==> src/rtl/game_pkg.sv <==
// Shared game-link definitions.
// Used by the local game-mode controller, by the transmit side (game_state_tx)
// and by the peer-side decoder. Sharing one package keeps the link codes
// consistent with uart_state_selector on the peer board.
package game_pkg;

  typedef enum logic [1:0] {
    START       = 2'b00,
    GAME        = 2'b01,
    PLAYER1_WIN = 2'b10,
    PLAYER2_WIN = 2'b11
  } game_mode;

  typedef enum logic [1:0] {
    START_REQ = 2'b01,
    COLLISION = 2'b10,
    RESTART   = 2'b11
  } link_code_t;

  localparam logic [3:0] LINK_HDR = 4'hA;

  // Message byte on the wire: header nibble, two zero bits, code.
  function automatic logic [7:0] link_byte(input link_code_t code);
    return {LINK_HDR, 2'b00, code};
  endfunction

endpackage

==> src/rtl/uart_tx_byte.sv <==
// UART 8N1 byte serializer.
// Ports:
//   clk, rst   : clock, asynchronous active-high reset
//   start      : load request, accepted only while idle
//   data[7:0]  : byte captured together with start
//   tx         : serial line, idle high, LSB first
//   busy       : high from the first start-bit cycle through the last stop-bit cycle
//   done       : one-cycle pulse during the last stop-bit cycle
//
// state    | meaning
// SER_IDLE | line high, waiting for start
// SER_START| start bit (low) for CLKS_PER_BIT cycles
// SER_DATA | data bits 0..7, each CLKS_PER_BIT cycles
// SER_STOP | stop bit (high) for CLKS_PER_BIT cycles
module uart_tx_byte #(
  parameter int CLKS_PER_BIT = 564
) (
  input  logic       clk,
  input  logic       rst,
  input  logic       start,
  input  logic [7:0] data,
  output logic       tx,
  output logic       busy,
  output logic       done
);

  localparam int CW = (CLKS_PER_BIT > 1) ? $clog2(CLKS_PER_BIT) : 1;
  localparam logic [CW-1:0] CNT_LAST = CW'(CLKS_PER_BIT - 1);

  typedef enum logic [1:0] {SER_IDLE, SER_START, SER_DATA, SER_STOP} ser_state_t;

  ser_state_t    state_q;
  logic [CW-1:0] cnt_q;
  logic [2:0]    bit_q;
  logic [7:0]    data_q;
  logic          tx_q;
  logic          busy_q;

  always_ff @(posedge clk or posedge rst) begin
    if (rst) begin
      state_q <= SER_IDLE;
      cnt_q   <= '0;
      bit_q   <= '0;
      data_q  <= '0;
      tx_q    <= 1'b1;
      busy_q  <= 1'b0;
    end else begin
      case (state_q)
        SER_IDLE: begin
          if (start) begin
            state_q <= SER_START;
            data_q  <= data;
            cnt_q   <= '0;
            bit_q   <= '0;
            tx_q    <= 1'b0;
            busy_q  <= 1'b1;
          end
        end
        SER_START: begin
          if (cnt_q == CNT_LAST) begin
            cnt_q   <= '0;
            state_q <= SER_DATA;
            tx_q    <= data_q[0];
          end else begin
            cnt_q <= cnt_q + CW'(1);
          end
        end
        SER_DATA: begin
          if (cnt_q == CNT_LAST) begin
            cnt_q <= '0;
            if (bit_q == 3'd7) begin
              state_q <= SER_STOP;
              tx_q    <= 1'b1;
            end else begin
              bit_q <= bit_q + 3'd1;
              tx_q  <= data_q[bit_q + 3'd1];
            end
          end else begin
            cnt_q <= cnt_q + CW'(1);
          end
        end
        SER_STOP: begin
          if (cnt_q == CNT_LAST) begin
            cnt_q   <= '0;
            state_q <= SER_IDLE;
            busy_q  <= 1'b0;
          end else begin
            cnt_q <= cnt_q + CW'(1);
          end
        end
        default: state_q <= SER_IDLE;
      endcase
    end
  end

  assign tx   = tx_q;
  assign busy = busy_q;
  // Decoded from registered state so the dispatcher can hand over on the
  // same edge the stop bit ends.
  assign done = (state_q == SER_STOP) && (cnt_q == CNT_LAST);

endmodule

==> src/rtl/game_state_tx.sv <==
// Transmit side of the board-to-board game link.
// Detects local game events, keeps one pending flag per event code and
// sends each as a one-byte UART 8N1 message toward the peer board.
// Ports:
//   clk, rst          : clock, asynchronous active-high reset
//   mode              : local game mode
//   player1           : local player started the round
//   player1_collision : local snake collision level
//   tx                : UART line, idle high
//   busy              : a frame is on the line
//
// state  | meaning
// D_IDLE | no frame owned; picks the highest-priority pending flag
// D_SEND | frame loaded, waiting for the serializer done pulse
module game_state_tx
  import game_pkg::*;
#(
  parameter int CLK_HZ       = 65_000_000,
  parameter int BAUD         = 115_200,
  parameter int CLKS_PER_BIT = CLK_HZ / BAUD
) (
  input  logic     clk,
  input  logic     rst,
  input  game_mode mode,
  input  logic     player1,
  input  logic     player1_collision,
  output logic     tx,
  output logic     busy
);

  typedef enum logic {D_IDLE, D_SEND} disp_state_t;

  disp_state_t disp_q;
  game_mode    mode_q;
  logic        coll_q;
  logic        pend_start_q, pend_coll_q, pend_restart_q;
  logic        pend_start_d, pend_coll_d, pend_restart_d;

  logic        det_start, det_coll, det_restart;
  logic        clr_start, clr_coll, clr_restart;
  logic        load;
  link_code_t  sel_code;
  logic        ser_done;

  assign det_start   = (mode_q == START) && (mode == GAME) && player1;
  assign det_coll    = (mode == GAME) && player1_collision && !coll_q;
  assign det_restart = ((mode_q == PLAYER1_WIN) || (mode_q == PLAYER2_WIN)) && (mode == START);

  // Priority COLLISION > RESTART > START_REQ.
  always_comb begin
    load        = 1'b0;
    sel_code    = COLLISION;
    clr_start   = 1'b0;
    clr_coll    = 1'b0;
    clr_restart = 1'b0;
    if (disp_q == D_IDLE) begin
      if (pend_coll_q) begin
        load     = 1'b1;
        sel_code = COLLISION;
        clr_coll = 1'b1;
      end else if (pend_restart_q) begin
        load        = 1'b1;
        sel_code    = RESTART;
        clr_restart = 1'b1;
      end else if (pend_start_q) begin
        load      = 1'b1;
        sel_code  = START_REQ;
        clr_start = 1'b1;
      end
    end
  end

  // A detect in the same cycle as the clear re-arms the flag.
  assign pend_start_d   = (pend_start_q   && !clr_start)   || det_start;
  assign pend_coll_d    = (pend_coll_q    && !clr_coll)    || det_coll;
  assign pend_restart_d = (pend_restart_q && !clr_restart) || det_restart;

  always_ff @(posedge clk or posedge rst) begin
    if (rst) begin
      disp_q         <= D_IDLE;
      mode_q         <= START;
      coll_q         <= 1'b0;
      pend_start_q   <= 1'b0;
      pend_coll_q    <= 1'b0;
      pend_restart_q <= 1'b0;
    end else begin
      mode_q         <= mode;
      coll_q         <= player1_collision;
      pend_start_q   <= pend_start_d;
      pend_coll_q    <= pend_coll_d;
      pend_restart_q <= pend_restart_d;
      case (disp_q)
        D_IDLE:  if (load) disp_q <= D_SEND;
        D_SEND:  if (ser_done) disp_q <= D_IDLE;
        default: disp_q <= D_IDLE;
      endcase
    end
  end

  uart_tx_byte #(
    .CLKS_PER_BIT(CLKS_PER_BIT)
  ) u_ser (
    .clk  (clk),
    .rst  (rst),
    .start(load),
    .data (link_byte(sel_code)),
    .tx   (tx),
    .busy (busy),
    .done (ser_done)
  );

endmodule

==> config.mk <==
export PLATFORM = sky130hd
export DESIGN_NAME = game_state_tx
export DESIGN_NICKNAME = d
export VERILOG_FILES = /design/src/rtl/game_pkg.sv /design/src/rtl/uart_tx_byte.sv /design/src/rtl/game_state_tx.sv
export SDC_FILE = /design/constraint.sdc
export NUM_CORES = 1
export LEC_CHECK = 0
export ABC_AREA = 0
export BUFFER_PORTS_ARGS = -buffer_cell sky130_fd_sc_hd__buf_2
export CORE_MARGIN = 4
export CORE_UTILIZATION = 39
export DETAILED_ROUTE_END_ITERATION = 12
export SKIP_LAST_GASP = 1
export SLEW_MARGIN = 0
export SYNTH_ARGS = -nofsm -noshare
export SYNTH_HDL_FRONTEND = slang
export SYNTH_SLANG_ARGS = --single-unit
==> constraint.sdc <==
create_clock -name clk -period 1.8 [get_ports clk]
set_input_delay 0.09 -clock clk [delete_from_list [all_inputs] [get_ports clk]]
set_output_delay 0.09 -clock clk [all_outputs]
set_load 0.005 [all_outputs]
==> run summary <==
=====================================================================================
Run status                                                               complete, no violations
Detailed route wirelength on metal3                                             75 um
Data required time at the worst endpoint                                      2.00 ns
Layout fillers                                                                    349
Pins over their slew limit                                                          0
Die width                                                                     69.8 um
Net switching power figure                                                     229 uW
Leak pwr                                                                     0.727 nW
Number of cells on the worst hold path                                              3
Post-synthesis share of cell area spent on and, or, nand and nor gates          0.233
Remaining global-route overflow                                                     0
Antenna violations before repair                                                    0
Critical-path top delay cell                                                  dfrtp_1
Crit path DAT                                                                 1.95 ns
Clock buffer count from CTS                                                         3
Post-synthesis sequential area ratio                                            0.454
Max layer used                                                                   met4
Combinational family with the most area after synthesis                  simple AND/OR/NAND/NOR gates
Placement row count                                                                22
Relative contribution of the clock network to total power                       0.360
Cell count after synthesis                                                        146
Number of enable flip-flop cells after synthesis                                    0
Fraction of synthesized area in multiplexers                                   0.0285
M1 WL                                                                         1430 um
Avg WL per Cell                                                               13.8 um
Share of the cycle needed by the critical path after routing                    0.972
Area growth from synthesis to layout                                            18.8%
Worst-case setup margin in the final layout                                 0.0512 ns
Remaining max-slew budget at the tightest pin                                   0.676
Effective utilization at floorplan                                              0.404
Number of buffer cells added on primary ports                                       7
Placer Congestion                                                               0.719
Clk_lat worst skew                                                            0.28 ns
Sum of negative setup slack                                                      0 ns
Count of boundary I/O pins                                                          8
# H-tree levels                                                                     1
Yosys synthesis warning count                                                       0
Layout net count                                                                  183
Sequential share of power                                                       0.608
Routed vias/inst                                                                 5.24
Synth Area in XOR/XNOR                                                              0
Via count of the first global-routing pass                                       1122
Combinational power share                                                       0.032
Cell chosen for the clock root                                               clkbuf_8
First-iteration detailed-routing DRC count                                         33
Number of maximum-capacitance violations                                            0
Hold violation total from the final report                                          0
Compound-cell area share of the yosys netlist                                   0.182
Average footprint of a synthesized cell                                      10.2 um2
Antenna-violating nets left                                                         0
Routed wire length                                                            2990 um
Global-route wire length before repair                                        5260 um
Post-synthesis net count                                                          160
CTS max path bufs                                                                   2
Total number of vias                                                             1131
Startpoint kind of the worst setup timing path                                   flop
VDD IR-drop max                                                            0.000328 V
RSZ-0062 raised after global routing                                              yes
Final total power                                                             1.01 mW
Layout cell share with drive strength beyond 1                                  0.244
Met2 Wirelength                                                               1450 um
Slack of the worst reg-to-reg path                                            0.05 ns
Worst hold path class                                                       in -> reg
Crit Path Max Fanout                                                                4
Number of distinct library cells after synthesis                                   41
Worst Max-Slew Pin Slew                                                      0.483 ns
Final setup violation count                                                         0
Switching fraction of total power                                               0.226
Die Area                                                                  0.00488 mm2
Delay of the slowest cell on the worst path                                   0.39 ns
Diodes inserted                                                                     0
CTS tree                                                                         done
CP Class                                                                   reg -> reg
Total area of multi-input combinational cells                                 810 um2
Post-synthesis async set-or-reset flop share                                     1.00
Total GRT Usage                                                                 0.128
Worst clock skew                                                           0.00502 ns
Final core area utilization                                                     0.480
Ordered list of cells on the worst path                                  buf_4 -> ha_4 -> or3_4 -> a221oi_4 -> mux2i_1
Setup Slack @ Placement                                                   0.000786 ns
Power Internal                                                                 784 uW
Final critical-path required period                                           1.75 ns
Endpoint kind of the worst setup timing path                                     flop
Pin count of the biggest net entering global routing                               28
Most used DFF post-synth                                                      dfrtp_1
Total power per unit cell area                                             572 mW/mm2
Netlist area before placement                                             0.00149 mm2
Total of flip-flops plus latches after synthesis                                   27
Worst-case reg-to-reg path depth                                                    5
Placeable core region                                                     0.00369 mm2
Fmax achieved                                                               0.572 GHz
Cell area after placement                                                 0.00162 mm2
Initial DRT Pass Iterations                                                         4
Post-Layout Inst Area                                                     0.00177 mm2
Sink count of the clock tree                                                       27
Sequential Area                                                               677 um2
Adder and majority cell fraction of the synthesized area                       0.0671
# DRC                                                                               0
Die span in y                                                                 69.8 um
Clock-pin slew on the worst setup and hold paths                              0.10 ns
Placed wire-length estimate after detailed placement                          2070 um
=====================================================================================
## layout make-up
| class | instances | area share |
|---|---|---|
| Multi-Input combinational cell | 108 | 0.457 |
| Sequential cell | 27 | 0.382 |
| Timing Repair Buffer | 20 | 0.0805 |
| Tap cell | 48 | 0.0339 |
| Clock buffer | 3 | 0.0233 |
| Inverter | 9 | 0.0191 |
| Clock inverter | 1 | 0.00424 |
## cell usage in the layout (no fill, tap or decap), types with 2 or more instances in the layout
master / instances
o31ai_1: 4
ha_1: 5
mux2i_1: 2
ha_4: 2
nor2b_1: 2
a21oi_1: 9
nor2_1: 10
nand3_1: 5
nand4_1: 2
o21ai_0: 14
buf_2: 7
and3b_1: 2
dlygate4sd3_1: 4
or3_1: 5
and3_1: 2
inv_1: 8
or4_1: 3
clkbuf_8: 3
a21o_1: 4
dfrtp_1: 26
nand2_1: 11
buf_4: 9
mux2_2: 2
or2_2: 2
## synthesized netlist by cell type, types with 2 or more instances
library cell | number | area (um2)
clkbuf_1 | 2 | 7.51
o31ai_1 | 4 | 30.0
a21oi_1 | 9 | 45.0
and3_1 | 2 | 12.5
o21ai_0 | 14 | 70.1
nand2_1 | 11 | 41.3
or4_1 | 3 | 22.5
nand3_1 | 5 | 25.0
a21o_1 | 4 | 30.0
mux2_2 | 2 | 22.5
and3b_1 | 2 | 17.5
nand4_1 | 2 | 12.5
nor2_1 | 10 | 37.5
ha_1 | 8 | 100
mux2i_1 | 2 | 20.0
nor2b_1 | 2 | 12.5
dfrtp_1 | 26 | 651
or3_1 | 6 | 37.5
inv_1 | 9 | 33.8
or2_2 | 2 | 12.5
## routing by layer
layer,up-vias,GRT usage
met3,4,0.0159
li1,574,-
met4,0,0.0404
met2,13,0.213
met5,-,0
met1,540,0.173
## stage by stage
stage,hold WS [ns],std cells
floorplan,0.121,146
global placement,0.162,205
detailed placement,0.170,205
CTS,0.0847,214
global route,0.132,216
finish,0.0896,216
## final timing paths
check / start / endpoint
max in group asynchronous: rst / u_ser.tx$_DFFE_PP1P_
worst max register to register: u_ser.state_q[1]$_DFFE_PP0P_ / u_ser.state_q[1]$_DFFE_PP0P_
min in group asynchronous: rst / u_ser.state_q[0]$_DFFE_PP0P_
worst min register to register: mode_q[1]$_DFF_PP0_ / pend_start_q$_DFF_PP0_
worst min-delay path: player1 / pend_start_q$_DFF_PP0_
worst max-delay path: u_ser.state_q[1]$_DFFE_PP0P_ / u_ser.state_q[1]$_DFFE_PP0P_
## what timing repair did
item	CTS	global route
gates resized for setup	1	7
setup endpoints to repair	1	7
gates cloned	0	1
buffers inserted	1	1
hold buffers	4	0
endpoints found under the hold margin	29	0
pin swaps	1	1
## power by group through the flow
| stage | Clock, mW | Sequential [mW] | Combinational (mW) |
|---|---|---|---|
| final | 0.365 | 0.616 | 0.0329 |
| after CTS | 0.376 | 0.616 | 0.0341 |
| after global routing | 0.393 | 0.617 | 0.0381 |
| after floorplan | 0 | 0.627 | 0.0145 |
| after global placement | 0 | 0.627 | 0.0263 |
| after detailed placement | 0 | 0.627 | 0.0275 |
## sequential cells by signal, summed over array words and instances, names as in the netlist
name / cells
pend_restart_q: 1
pend_start_q: 1
u_ser.tx: 1
u_ser.busy: 1
u_ser.state_q: 2
disp_q: 1
pend_coll_q: 1
mode_q: 2
coll_q: 1
u_ser.cnt_q: 10
u_ser.bit_q: 3
u_ser.data_q: 3
## cells by family (layout without fill, tap and decap cells)
logic type      after synthesis  after routing
compound gates               39             40
fa+ha+maj                     8              8
mux                           4              4
buf+inv                      12             33
flops                        27             27
simple gates                 56             56
## critical path: cells and delay by family, from the launching register on
family,cells,cell delay [ns]
muxes,1,0.26
DFF,1,0.39
and+or+nand+nor,1,0.39
adders and majority gates,1,0.16
buffers and inverters,1,0.15
AOI/OAI and AO/OA,1,0.31
Power figures use the tool's default switching activity.
